===== config.mk =====
export PLATFORM = sky130hd
export DESIGN_NAME = fnd_scan_ctrl
export DESIGN_NICKNAME = d
export VERILOG_FILES = /design/src/rtl/fnd_scan_ctrl.sv
export SDC_FILE = /design/constraint.sdc
export NUM_CORES = 1
export LEC_CHECK = 0
export ABC_CLOCK_PERIOD_IN_PS = 2400
export CAP_MARGIN = 15
export CELL_PAD_IN_SITES_DETAIL_PLACEMENT = 1
export CELL_PAD_IN_SITES_GLOBAL_PLACEMENT = 1
export CORE_ASPECT_RATIO = 1.5
export CORE_UTILIZATION = 43
export CTS_CLUSTER_DIAMETER = 30
export CTS_CLUSTER_SIZE = 10
export DETAILED_ROUTE_END_ITERATION = 7
export PLACE_DENSITY_LB_ADDON = 0.2
export SYNTH_ARGS = -nofsm -noshare
export SYNTH_HDL_FRONTEND = slang
export SYNTH_SLANG_ARGS = --single-unit
export TNS_END_PERCENT = 1

===== constraint.sdc =====
create_clock -name clk -period 2.4 [get_ports clk]
set_input_delay 0.36 -clock clk [delete_from_list [all_inputs] [get_ports clk]]
set_output_delay 0.36 -clock clk [all_outputs]
set_load 0.05 [all_outputs]

===== src/rtl/fnd_scan_ctrl.sv =====
// N-digit common-anode FND scan controller with a snapshot ASCII serializer.
// The display path samples its inputs live every cycle; the serializer works
// from a shadow copy of i_bcd taken when a frame starts.
module fnd_scan_ctrl #(
  parameter int N_DIGITS = 4,
  parameter int CLK_HZ   = 100_000_000,
  parameter int SCAN_HZ  = 1000,
  parameter int BLINK_HZ = 2
) (
  input  logic                  clk,
  input  logic                  rst,
  input  logic [4*N_DIGITS-1:0] i_bcd,
  input  logic [N_DIGITS-1:0]   i_dot,
  input  logic [N_DIGITS-1:0]   i_blank,
  input  logic [N_DIGITS-1:0]   i_blink,
  input  logic                  i_lz_en,
  output logic [N_DIGITS-1:0]   fnd_com,
  output logic [7:0]            fnd_data,
  input  logic                  tx_start,
  output logic [7:0]            tx_data,
  output logic                  tx_valid,
  input  logic                  tx_ready,
  output logic                  tx_busy
);

  // Serializer states
  //   state  | meaning
  //   S_IDLE | waiting for tx_start; no byte offered
  //   S_SEND | offering shadow digit chr_idx as ASCII, MSD first
  //   S_EOL  | offering the line feed that closes the frame

  localparam int SEL_W     = $clog2(N_DIGITS);
  localparam int SCAN_DIV  = CLK_HZ / SCAN_HZ;
  localparam int BLINK_DIV = CLK_HZ / (2 * BLINK_HZ);
  localparam int SCAN_CW   = $clog2(SCAN_DIV + 1);
  localparam int BLINK_CW  = $clog2(BLINK_DIV + 1);

  localparam logic [SCAN_CW-1:0]  SCAN_LAST  = SCAN_CW'(SCAN_DIV - 1);
  localparam logic [BLINK_CW-1:0] BLINK_LAST = BLINK_CW'(BLINK_DIV - 1);
  localparam logic [SEL_W-1:0]    SEL_LAST   = SEL_W'(N_DIGITS - 1);

  localparam logic [1:0] S_IDLE = 2'd0;
  localparam logic [1:0] S_SEND = 2'd1;
  localparam logic [1:0] S_EOL  = 2'd2;

  logic [SCAN_CW-1:0]    scan_cnt;
  logic                  scan_tick;
  logic [SEL_W-1:0]      idx;
  logic [BLINK_CW-1:0]   blink_cnt;
  logic                  blink_phase;
  logic [N_DIGITS-1:0]   lz_mask;
  logic                  zero_above;
  logic [3:0]            cur_bcd;
  logic [6:0]            seg;
  logic [7:0]            data_nxt;
  logic [N_DIGITS-1:0]   com_nxt;

  logic [1:0]            state;
  logic [SEL_W-1:0]      chr_idx;
  logic [4*N_DIGITS-1:0] shadow;
  logic [3:0]            chr_bcd;
  logic                  hs;

  assign scan_tick = (scan_cnt == SCAN_LAST);
  assign hs        = tx_valid && tx_ready;

  // Scan divider and digit index; the index advances on the terminal count
  always_ff @(posedge clk or negedge rst) begin
    if (!rst) begin
      scan_cnt <= '0;
      idx      <= '0;
    end else if (scan_tick) begin
      scan_cnt <= '0;
      idx      <= (idx == SEL_LAST) ? '0 : idx + SEL_W'(1);
    end else begin
      scan_cnt <= scan_cnt + SCAN_CW'(1);
    end
  end

  // Blink phase toggles once per half blink period
  always_ff @(posedge clk or negedge rst) begin
    if (!rst) begin
      blink_cnt   <= '0;
      blink_phase <= 1'b0;
    end else if (blink_cnt == BLINK_LAST) begin
      blink_cnt   <= '0;
      blink_phase <= ~blink_phase;
    end else begin
      blink_cnt <= blink_cnt + BLINK_CW'(1);
    end
  end

  // Leading-zero mask: digit k (k>=1) is suppressed when it and everything above it is zero
  always_comb begin
    zero_above = 1'b1;
    lz_mask    = '0;
    for (int k = N_DIGITS - 1; k >= 0; k--) begin
      zero_above = zero_above && (i_bcd[4*k +: 4] == 4'd0);
      if (k != 0) lz_mask[k] = i_lz_en && zero_above;
    end
  end

  // Segment decode and priority for the digit currently being scanned
  always_comb begin
    cur_bcd = i_bcd[{idx, 2'b00} +: 4];
    case (cur_bcd)
      4'd0:    seg = 7'h40;
      4'd1:    seg = 7'h79;
      4'd2:    seg = 7'h24;
      4'd3:    seg = 7'h30;
      4'd4:    seg = 7'h19;
      4'd5:    seg = 7'h12;
      4'd6:    seg = 7'h02;
      4'd7:    seg = 7'h78;
      4'd8:    seg = 7'h00;
      4'd9:    seg = 7'h10;
      default: seg = 7'h7F;
    endcase
    com_nxt      = '1;
    com_nxt[idx] = 1'b0;
    if (i_blank[idx])                    data_nxt = 8'hFF;
    else if (blink_phase && i_blink[idx]) data_nxt = 8'hFF;
    else if (lz_mask[idx])               data_nxt = {~i_dot[idx], 7'h7F};
    else                                 data_nxt = {~i_dot[idx], seg};
  end

  // Registered FND pins, one cycle behind the scan index
  always_ff @(posedge clk or negedge rst) begin
    if (!rst) begin
      fnd_com  <= '1;
      fnd_data <= 8'hFF;
    end else begin
      fnd_com  <= com_nxt;
      fnd_data <= data_nxt;
    end
  end

  // Serializer state, shadow capture and character index
  always_ff @(posedge clk or negedge rst) begin
    if (!rst) begin
      state   <= S_IDLE;
      chr_idx <= '0;
      shadow  <= '0;
    end else begin
      case (state)
        S_IDLE: if (tx_start) begin
          shadow  <= i_bcd;
          chr_idx <= SEL_LAST;
          state   <= S_SEND;
        end
        S_SEND: if (hs) begin
          if (chr_idx == '0) state <= S_EOL;
          else               chr_idx <= chr_idx - SEL_W'(1);
        end
        S_EOL:   if (hs) state <= S_IDLE;
        default: state <= S_IDLE;
      endcase
    end
  end

  // Byte presented to the UART path is a pure function of registered state
  always_comb begin
    chr_bcd  = shadow[{chr_idx, 2'b00} +: 4];
    tx_valid = 1'b0;
    tx_busy  = 1'b0;
    tx_data  = 8'h00;
    case (state)
      S_SEND: begin
        tx_valid = 1'b1;
        tx_busy  = 1'b1;
        tx_data  = (chr_bcd <= 4'd9) ? (8'h30 + {4'h0, chr_bcd}) : 8'h21;
      end
      S_EOL: begin
        tx_valid = 1'b1;
        tx_busy  = 1'b1;
        tx_data  = 8'h0A;
      end
      default: ;
    endcase
  end

endmodule


==> flow_metrics.env, run 1 <==
export IMPL_grt_pass1_wl_um=16200
export IMPL_drc_errors=0
export IMPL_top_level_ports=55
export IMPL_part_of_the_cycle_the_worst_path_needs=0.960
export IMPL_synth_compound_area_frac=0.0832
export IMPL_max_cap_violations=0
export IMPL_kind_of_launch_point_of_the_worst_setup_path="flop"
export IMPL_layout_cells_most_common="sky130_fd_sc_hd__dfrtp_1"
export IMPL_pwrdens_mw_per_mm2=875
export IMPL_final_cell_mix="64 x sky130_fd_sc_hd__dfrtp_1, 43 x sky130_fd_sc_hd__clkdlybuf4s50_1, 25 x sky130_fd_sc_hd__nand2_1, 23 x sky130_fd_sc_hd__nor2_1, 22 x sky130_fd_sc_hd__a21oi_1"
export IMPL_p_leak_nw=2.17
export IMPL_outcome="complete, no violations"
export IMPL_vias=3143
export IMPL_grt_max_degree=44
export IMPL_clock_sink_count=77
export IMPL_post_synth_mux_area_share=0.103
export IMPL_max_stage_delay_ns=0.56
export IMPL_netlist_top_cells_area="sky130_fd_sc_hd__dfrtp_1 40%, sky130_fd_sc_hd__dfstp_2 7.8%, sky130_fd_sc_hd__mux4_2 6.1%, sky130_fd_sc_hd__ha_1 4.9%, sky130_fd_sc_hd__mux2_2 4.2%"
export IMPL_netlist_cell_type_count=48
export IMPL_synth_edff_count=0
export IMPL_cts_tree="done"
export IMPL_detail_route_iter0_violations=106
export IMPL_max_clock_freq_mhz=434
export IMPL_finish_instance_area_mm2=0.00508
export IMPL_synth_yosys_warnings=0
export IMPL_synth_top_area_frac=0.402
export IMPL_antenna_found_initial=0
export IMPL_synth_top_flop_cell="sky130_fd_sc_hd__dfrtp_1"
export IMPL_cts_buffer_count=9
export IMPL_die_y_um=121
export IMPL_coreArea_mm2=0.00920
export IMPL_xor_and_xnor_area_share_after_synthesis=0.0563
export IMPL_fp_row_count=43
export IMPL_slew_headroom=0.617
export IMPL_report_final_setup_viol=0
export IMPL_synth_sequential_area_ratio=0.480
export IMPL_post_synth_inst_count=372
export IMPL_tns_ns=0
export IMPL_crit_slowest_cell="sky130_fd_sc_hd__mux4_2"
export IMPL_peak_supply_drop_v=0.000916
export IMPL_finClkSkew_ns=0.00694
export IMPL_hold_path_class="in2async"
export IMPL_ratio_of_cells_with_drive_above_1_in_the_final_layout=0.190
export IMPL_die_width_um=81.2
export IMPL_syn2layout_area_growth_pct=25.5
export IMPL_report_power_total_mw=4.44
export IMPL_grt_remaining_overflow=0
export IMPL_initial_core_utilization=0.440
export IMPL_cts_hold_repair_buffers=0
export IMPL_proportion_of_register_bits_with_asynchronous_set_or_reset_after_synthesis=1.00
export IMPL_tightestPinTransition_ns=0.574
export IMPL_port_buffer_count=52
export IMPL_cts_h_tree_lvls=3
export IMPL_crit_chain="mux4_2 -> nor2_1 -> a31oi_1 -> nor2b_1 -> buf_12"
export IMPL_via_count_of_the_first_global_routing_pass=3343
export IMPL_holdWs_ns=0.0204
export IMPL_dp_hpwl_um=7200
export IMPL_wirelength_per_cell_um=17.6
export IMPL_rsz0062_at_grt="true"
export IMPL_clk_insertion_delay_late_ns=0.33
export IMPL_floorplan_die_area_mm2=0.00981
export IMPL_slew_viol_final=0
export IMPL_path_buf_inv=1
export IMPL_final_antenna_net_count=0
export IMPL_clockBufferDepth=2
export IMPL_setup_worst_path_class="reg2out"
export IMPL_routed_wirelength_um=9770
export IMPL_cp_max_fo=6
export IMPL_ys_seq_elements=77
export IMPL_gpl_final_weighted_congestion=0.789
export IMPL_mappedNetlistArea_mm2=0.00405
export IMPL_grt_util_all_layers=0.221
export IMPL_cp_data_required_time_ns=2.04
export IMPL_routed_via_density=5.67
export IMPL_finalWorstPathRequiredPeriod_ns=2.31
export IMPL_worst_endpoint_arrival_ns=1.95
export IMPL_synth_area_leader_cell="sky130_fd_sc_hd__dfrtp_1"
export IMPL_report_final_hold_viol_count=0
export IMPL_cp_end_kind="output pin"
export IMPL_drt_first_pass_iters=4
export IMPL_num_nets_final=486
export IMPL_insertedDiodeCount=0
export IMPL_synthSimpleGateAreaFrac=0.193
export IMPL_synth_top_family_by_area="simple AND/OR/NAND/NOR gates"
export IMPL_clk_transition_reported_paths_ns=0.06
export IMPL_critical_path_top_delay_family="multiplexers"
export IMPL_post_dp_cell_area_mm2=0.00478
export IMPL_yosys_area_share_adder=0.0495
export IMPL_synth_avg_cell_area_um2=10.9
export IMPL_cts_root_buf="sky130_fd_sc_hd__clkbuf_16"
-- synth_stat cells, types with 7 or more instances --
library cell / number
sky130_fd_sc_hd__a21oi_1: 22
sky130_fd_sc_hd__dfrtp_1: 65
sky130_fd_sc_hd__dfstp_2: 12
sky130_fd_sc_hd__ha_1: 16
sky130_fd_sc_hd__inv_1: 20
sky130_fd_sc_hd__mux2_2: 15
sky130_fd_sc_hd__mux4_2: 11
sky130_fd_sc_hd__nand2_1: 25
sky130_fd_sc_hd__nand3_1: 16
sky130_fd_sc_hd__nand4_1: 9
sky130_fd_sc_hd__nor2_1: 23
sky130_fd_sc_hd__o21ai_0: 19
sky130_fd_sc_hd__or3_1: 9
sky130_fd_sc_hd__or4_1: 7
sky130_fd_sc_hd__xnor2_1: 13
sky130_fd_sc_hd__xor2_1: 13
-- state kept, by name (all words and copies together), names as in the netlist --
register and flops:
fnd_data 8, fnd_com 4, state 2, shadow 16, chr_idx 2, blink_phase 1
scan_cnt 17, blink_cnt 25, idx 2
-- report_power, final --
group	switching [mW]	internal [mW]
Clock	0.516	0.752
Sequential	0.124	1.49
Combinational	0.845	0.719
Total	1.48	2.96
-- cell families (layout without fill, tap and decap cells) --
| logic type | Yosys count | count (layout) |
|---|---|---|
| and+or+nand+nor | 136 | 136 |
| DFF | 77 | 77 |
| AOI/OAI and AO/OA | 58 | 58 |
| buffers and inverters | 32 | 101 |
| xor gates and xnor gates | 26 | 26 |
| muxes | 26 | 26 |
| adders and majority gates | 16 | 16 |
| other | 1 | 2 |
-- layout make-up --
| class | instances | area [um2] |
|---|---|---|
| Clock inverter | 4 | 21.3 |
| Clock buffer | 12 | 256 |
| Inverter | 20 | 75.1 |
| Timing Repair Buffer | 65 | 669 |
| Tap cell | 112 | 140 |
| Sequential cell | 77 | 1940 |
| Multi-Input combinational cell | 264 | 1970 |
| Fill cell | 965 | 4120 |
-- routing by layer --
metal	track usage	share of wire
met1	0.257	0.41
met2	0.383	0.53
met3	0.0491	0.036
met4	0.0893	0.024
met5	0	0
-- worst paths after layout --
check / end / slack, ns / from / cells after the start
max in group asynchronous: fnd_data[7] / 1.71 / rst / 2
max reg2reg: fnd_data[5] / 0.25 / idx[0] / 5
min in group clk: blink_cnt[0] / 0.45 / blink_cnt[0] / 1
max: tx_data[3] / 0.09 / chr_idx[0] / 5
min reg2reg: blink_cnt[0] / 0.45 / blink_cnt[0] / 1
min: state[0] / 0.02 / rst / 1
-- stage by stage --
| stage | worst slack (ns) | instances | util |
|---|---|---|---|
| 4_1_cts | 0.0110 | 552 | 0.550 |
| 3_5_place_dp | 0.193 | 536 | 0.520 |
| 5_1_grt | -0.0277 | 554 | 0.552 |
| 3_3_place_gp | 0.243 | 536 | 0.520 |
| 6_report | 0.0948 | 554 | 0.552 |
| 2_1_floorplan | -0.0628 | 373 | - |
-- repair_timing --
item                                   4_1_cts  5_1_grt
gates cloned                                 0        0
endpoints found under the hold margin        0        0
pin swaps                                    0        0
setup buffers                                0        2
setup endpoints to repair                    5        5
gates resized for setup                      2        2
(Power assumes the default switching activity.)
==> inputs of run 2 (changes only) <==
Settings changed: ABC_AREA from default to 1, CORE_MARGIN from default to 2, CORE_UTILIZATION 43 to 41, PLACE_DENSITY_LB_ADDON 0.2 to 0.08.
==> run 2 against run 1 <==
  * Sequential share of layout area down 3.5 points
  * Worst hold slack better by 0.47 ns
  * Largest cell class unchanged
  * Register-to-register slack better by 0.16 ns
  * First-iteration DRC count up 25%
  * Setup slack better by 0.028 ns
  * Sequential power about the same
  * Synthesized cell count up 71%
  * Total power down 2.8%
  * Count of clock-buffer cells in the layout unchanged
==> flow_metrics.env, run 2 <==
export IMPL_grt_pass1_wl_um=21900
export IMPL_finClkSkew_ns=0.00443
export IMPL_report_power_total_mw=4.32
export IMPL_cp_max_fo=4
export IMPL_routed_via_density=4.89
export IMPL_min_delay_path_depth=2
export IMPL_ratio_of_cells_with_drive_above_1_in_the_final_layout=0.0890
export IMPL_grt_remaining_overflow=0
export IMPL_synth_area_leader_cell="sky130_fd_sc_hd__dfrtp_1"
export IMPL_proportion_of_register_bits_with_asynchronous_set_or_reset_after_synthesis=1.00
export IMPL_top_level_ports=55
export IMPL_die_y_um=134
export IMPL_ys_seq_elements=77
export IMPL_synth_top_cells_by_count="188 x sky130_fd_sc_hd__nand2_1, 94 x sky130_fd_sc_hd__inv_1, 89 x sky130_fd_sc_hd__nor2_1"
export IMPL_outcome="complete, no violations"
export IMPL_synth_top_area_frac=0.355
export IMPL_synth_edff_count=0
export IMPL_hold_path_class="reg2reg"
export IMPL_registers_top_by_ff_count="blink_cnt"
export IMPL_max_cap_violations=0
export IMPL_final_antenna_net_count=0
export IMPL_floorplan_die_area_mm2=0.0121
export IMPL_post_place_ws_ns=0.346
export IMPL_grt_max_degree=47
export IMPL_pwrdens_mw_per_mm2=771
export IMPL_die_width_um=90.4
export IMPL_drt_first_pass_iters=4
export IMPL_slew_headroom=0.652
export IMPL_drc_errors=0
export IMPL_synth_avg_cell_area_um2=7.23
export IMPL_crit_chain="inv_1 -> ha_1 -> clkdlybuf4s50_1"
export IMPL_cts_tree="done"
export IMPL_cp_data_required_time_ns=2.04
export IMPL_post_synth_top_count_cell="sky130_fd_sc_hd__nand2_1"
export IMPL_peak_supply_drop_v=0.000498
export IMPL_tightestPinTransition_ns=0.520
export IMPL_wirelength_per_cell_um=15.2
export IMPL_post_synth_inst_count=635
export IMPL_gpl_final_weighted_congestion=0.889
export IMPL_largest_register_ffs=25
export IMPL_slew_viol_final=0
export IMPL_initial_core_utilization=0.417
export IMPL_kind_of_launch_point_of_the_worst_setup_path="flop"
export IMPL_worst_r2r_path_depth=9
export IMPL_largest_registers="blink_cnt x25, scan_cnt x17, shadow x16"
export IMPL_netlist_cell_type_count=34
export IMPL_cp_end_kind="output pin"
export IMPL_dp_hpwl_um=10200
export IMPL_clock_sink_count=77
export IMPL_max_clock_freq_mhz=439
export IMPL_final_core_util=0.509
export IMPL_worst_endpoint_arrival_ns=1.92
export IMPL_syn2layout_area_growth_pct=22.0
export IMPL_rsz0062_at_grt="false"
export IMPL_layout_cells_most_common="sky130_fd_sc_hd__nand2_1"
export IMPL_synth_top_flop_cell="sky130_fd_sc_hd__dfrtp_1"
export IMPL_clk_insertion_delay_late_ns=0.34
export IMPL_cts_setup_buffers=0
export IMPL_detail_route_iter0_violations=133
export IMPL_final_cell_mix="188 x sky130_fd_sc_hd__nand2_1, 94 x sky130_fd_sc_hd__inv_1, 89 x sky130_fd_sc_hd__nor2_1, 64 x sky130_fd_sc_hd__dfrtp_1, 55 x sky130_fd_sc_hd__nand3_1"
export IMPL_setup_worst_path_class="reg2out"
export IMPL_cts_root_buf="sky130_fd_sc_hd__clkbuf_16"
export IMPL_cts_h_tree_lvls=3
export IMPL_antenna_found_initial=0
export IMPL_report_final_hold_viol_count=0
export IMPL_tns_ns=0
export IMPL_finalWorstPathRequiredPeriod_ns=2.28
export IMPL_fp_row_count=47
export IMPL_synth_yosys_warnings=0
export IMPL_max_stage_delay_ns=0.83
export IMPL_crit_slowest_cell="sky130_fd_sc_hd__clkdlybuf4s50_1"
export IMPL_coreArea_mm2=0.0110
export IMPL_grt_util_all_layers=0.228
export IMPL_report_final_setup_viol=0
export IMPL_vias=4124
export IMPL_mappedNetlistArea_mm2=0.00459
export IMPL_timing_final_ws_setup_ns=0.123
export IMPL_clockBufferDepth=2
export IMPL_cts_buffer_count=9
export IMPL_insertedDiodeCount=0
export IMPL_p_leak_nw=2.78
export IMPL_clk_transition_reported_paths_ns=0.06
export IMPL_part_of_the_cycle_the_worst_path_needs=0.949
export IMPL_netlist_top_cells_area="sky130_fd_sc_hd__dfrtp_1 35%, sky130_fd_sc_hd__nand2_1 15%, sky130_fd_sc_hd__inv_1 7.7%, sky130_fd_sc_hd__nor2_1 7.3%, sky130_fd_sc_hd__dfstp_2 6.9%"
export IMPL_num_nets_final=741
export IMPL_via_count_of_the_first_global_routing_pass=4588
export IMPL_synth_sequential_area_ratio=0.423
export IMPL_routed_wirelength_um=12900
export IMPL_port_buffer_count=52
run 2: critical path: cells and delay by family, from the launching register on:
family	cells	cell delay, ns
adder cells (fa/ha/maj)	1	0.24
buffers and inverters	2	0.94
flip-flops	1	0.40
run 2: cells by family after synthesis:
family,after synthesis,synth area share
compound gates,40,0.0453
xor+xnor,19,0.0363
fa+ha+maj,16,0.0436
buf+inv,111,0.104
flops,77,0.423
mux,3,0.00736
other cells,1,0.000817
simple gates,368,0.339
run 2: stage by stage:
stage                     cells  hold slack, ns  instance area, um2
final                       844           0.494                5600
after global routing        844           0.497                5600
after global placement      827           0.342                5290
after floorplan             636          0.0644                4590
after CTS                   844           0.491                5590
after detailed placement    827           0.348                5290
run 2: cell type report:
type / count / area, um2
clock buffer: 12 / 246
clock inverter: 4 / 47.5
fill: 1402 / 5400
inverter: 99 / 379
multi-input combinational: 448 / 2170
sequential: 77 / 1940
tap: 147 / 184
timing repair buffer: 57 / 626
run 2: routing by layer:
layer  routed length, um  GRT usage
met1                4720      0.229
met4                 376     0.0906
met2                7550      0.462
met5                   0          0
met3                 214     0.0345
run 2: power by group:
part / total, mW / leakage [nW] / internal (mW) / switching (mW)
Sequential: 1.60 / 0.968 / 1.48 / 0.125
Combinational: 1.35 / 1.67 / 0.513 / 0.841
Clock: 1.36 / 0.143 / 0.831 / 0.526
Total: 4.32 / 2.78 / 2.82 / 1.49
run 2: worst paths after layout:
path	to	from	slack [ns]
max reg2reg	fnd_data[3]	idx[0]	0.41
min	shadow[6]	shadow[6]	0.49
max in group asynchronous	fnd_data[6]	rst	1.22
min in group asynchronous	blink_cnt[0]	rst	0.51
max	tx_data[5]	state[1]	0.12
min reg2reg	shadow[6]	shadow[6]	0.49
run 2: repair_timing:
item	4_1_cts	5_1_grt
hold buffers	1	0
hold endpoints to repair	31	0
resized for setup	0	3
setup endpoints to repair	0	4
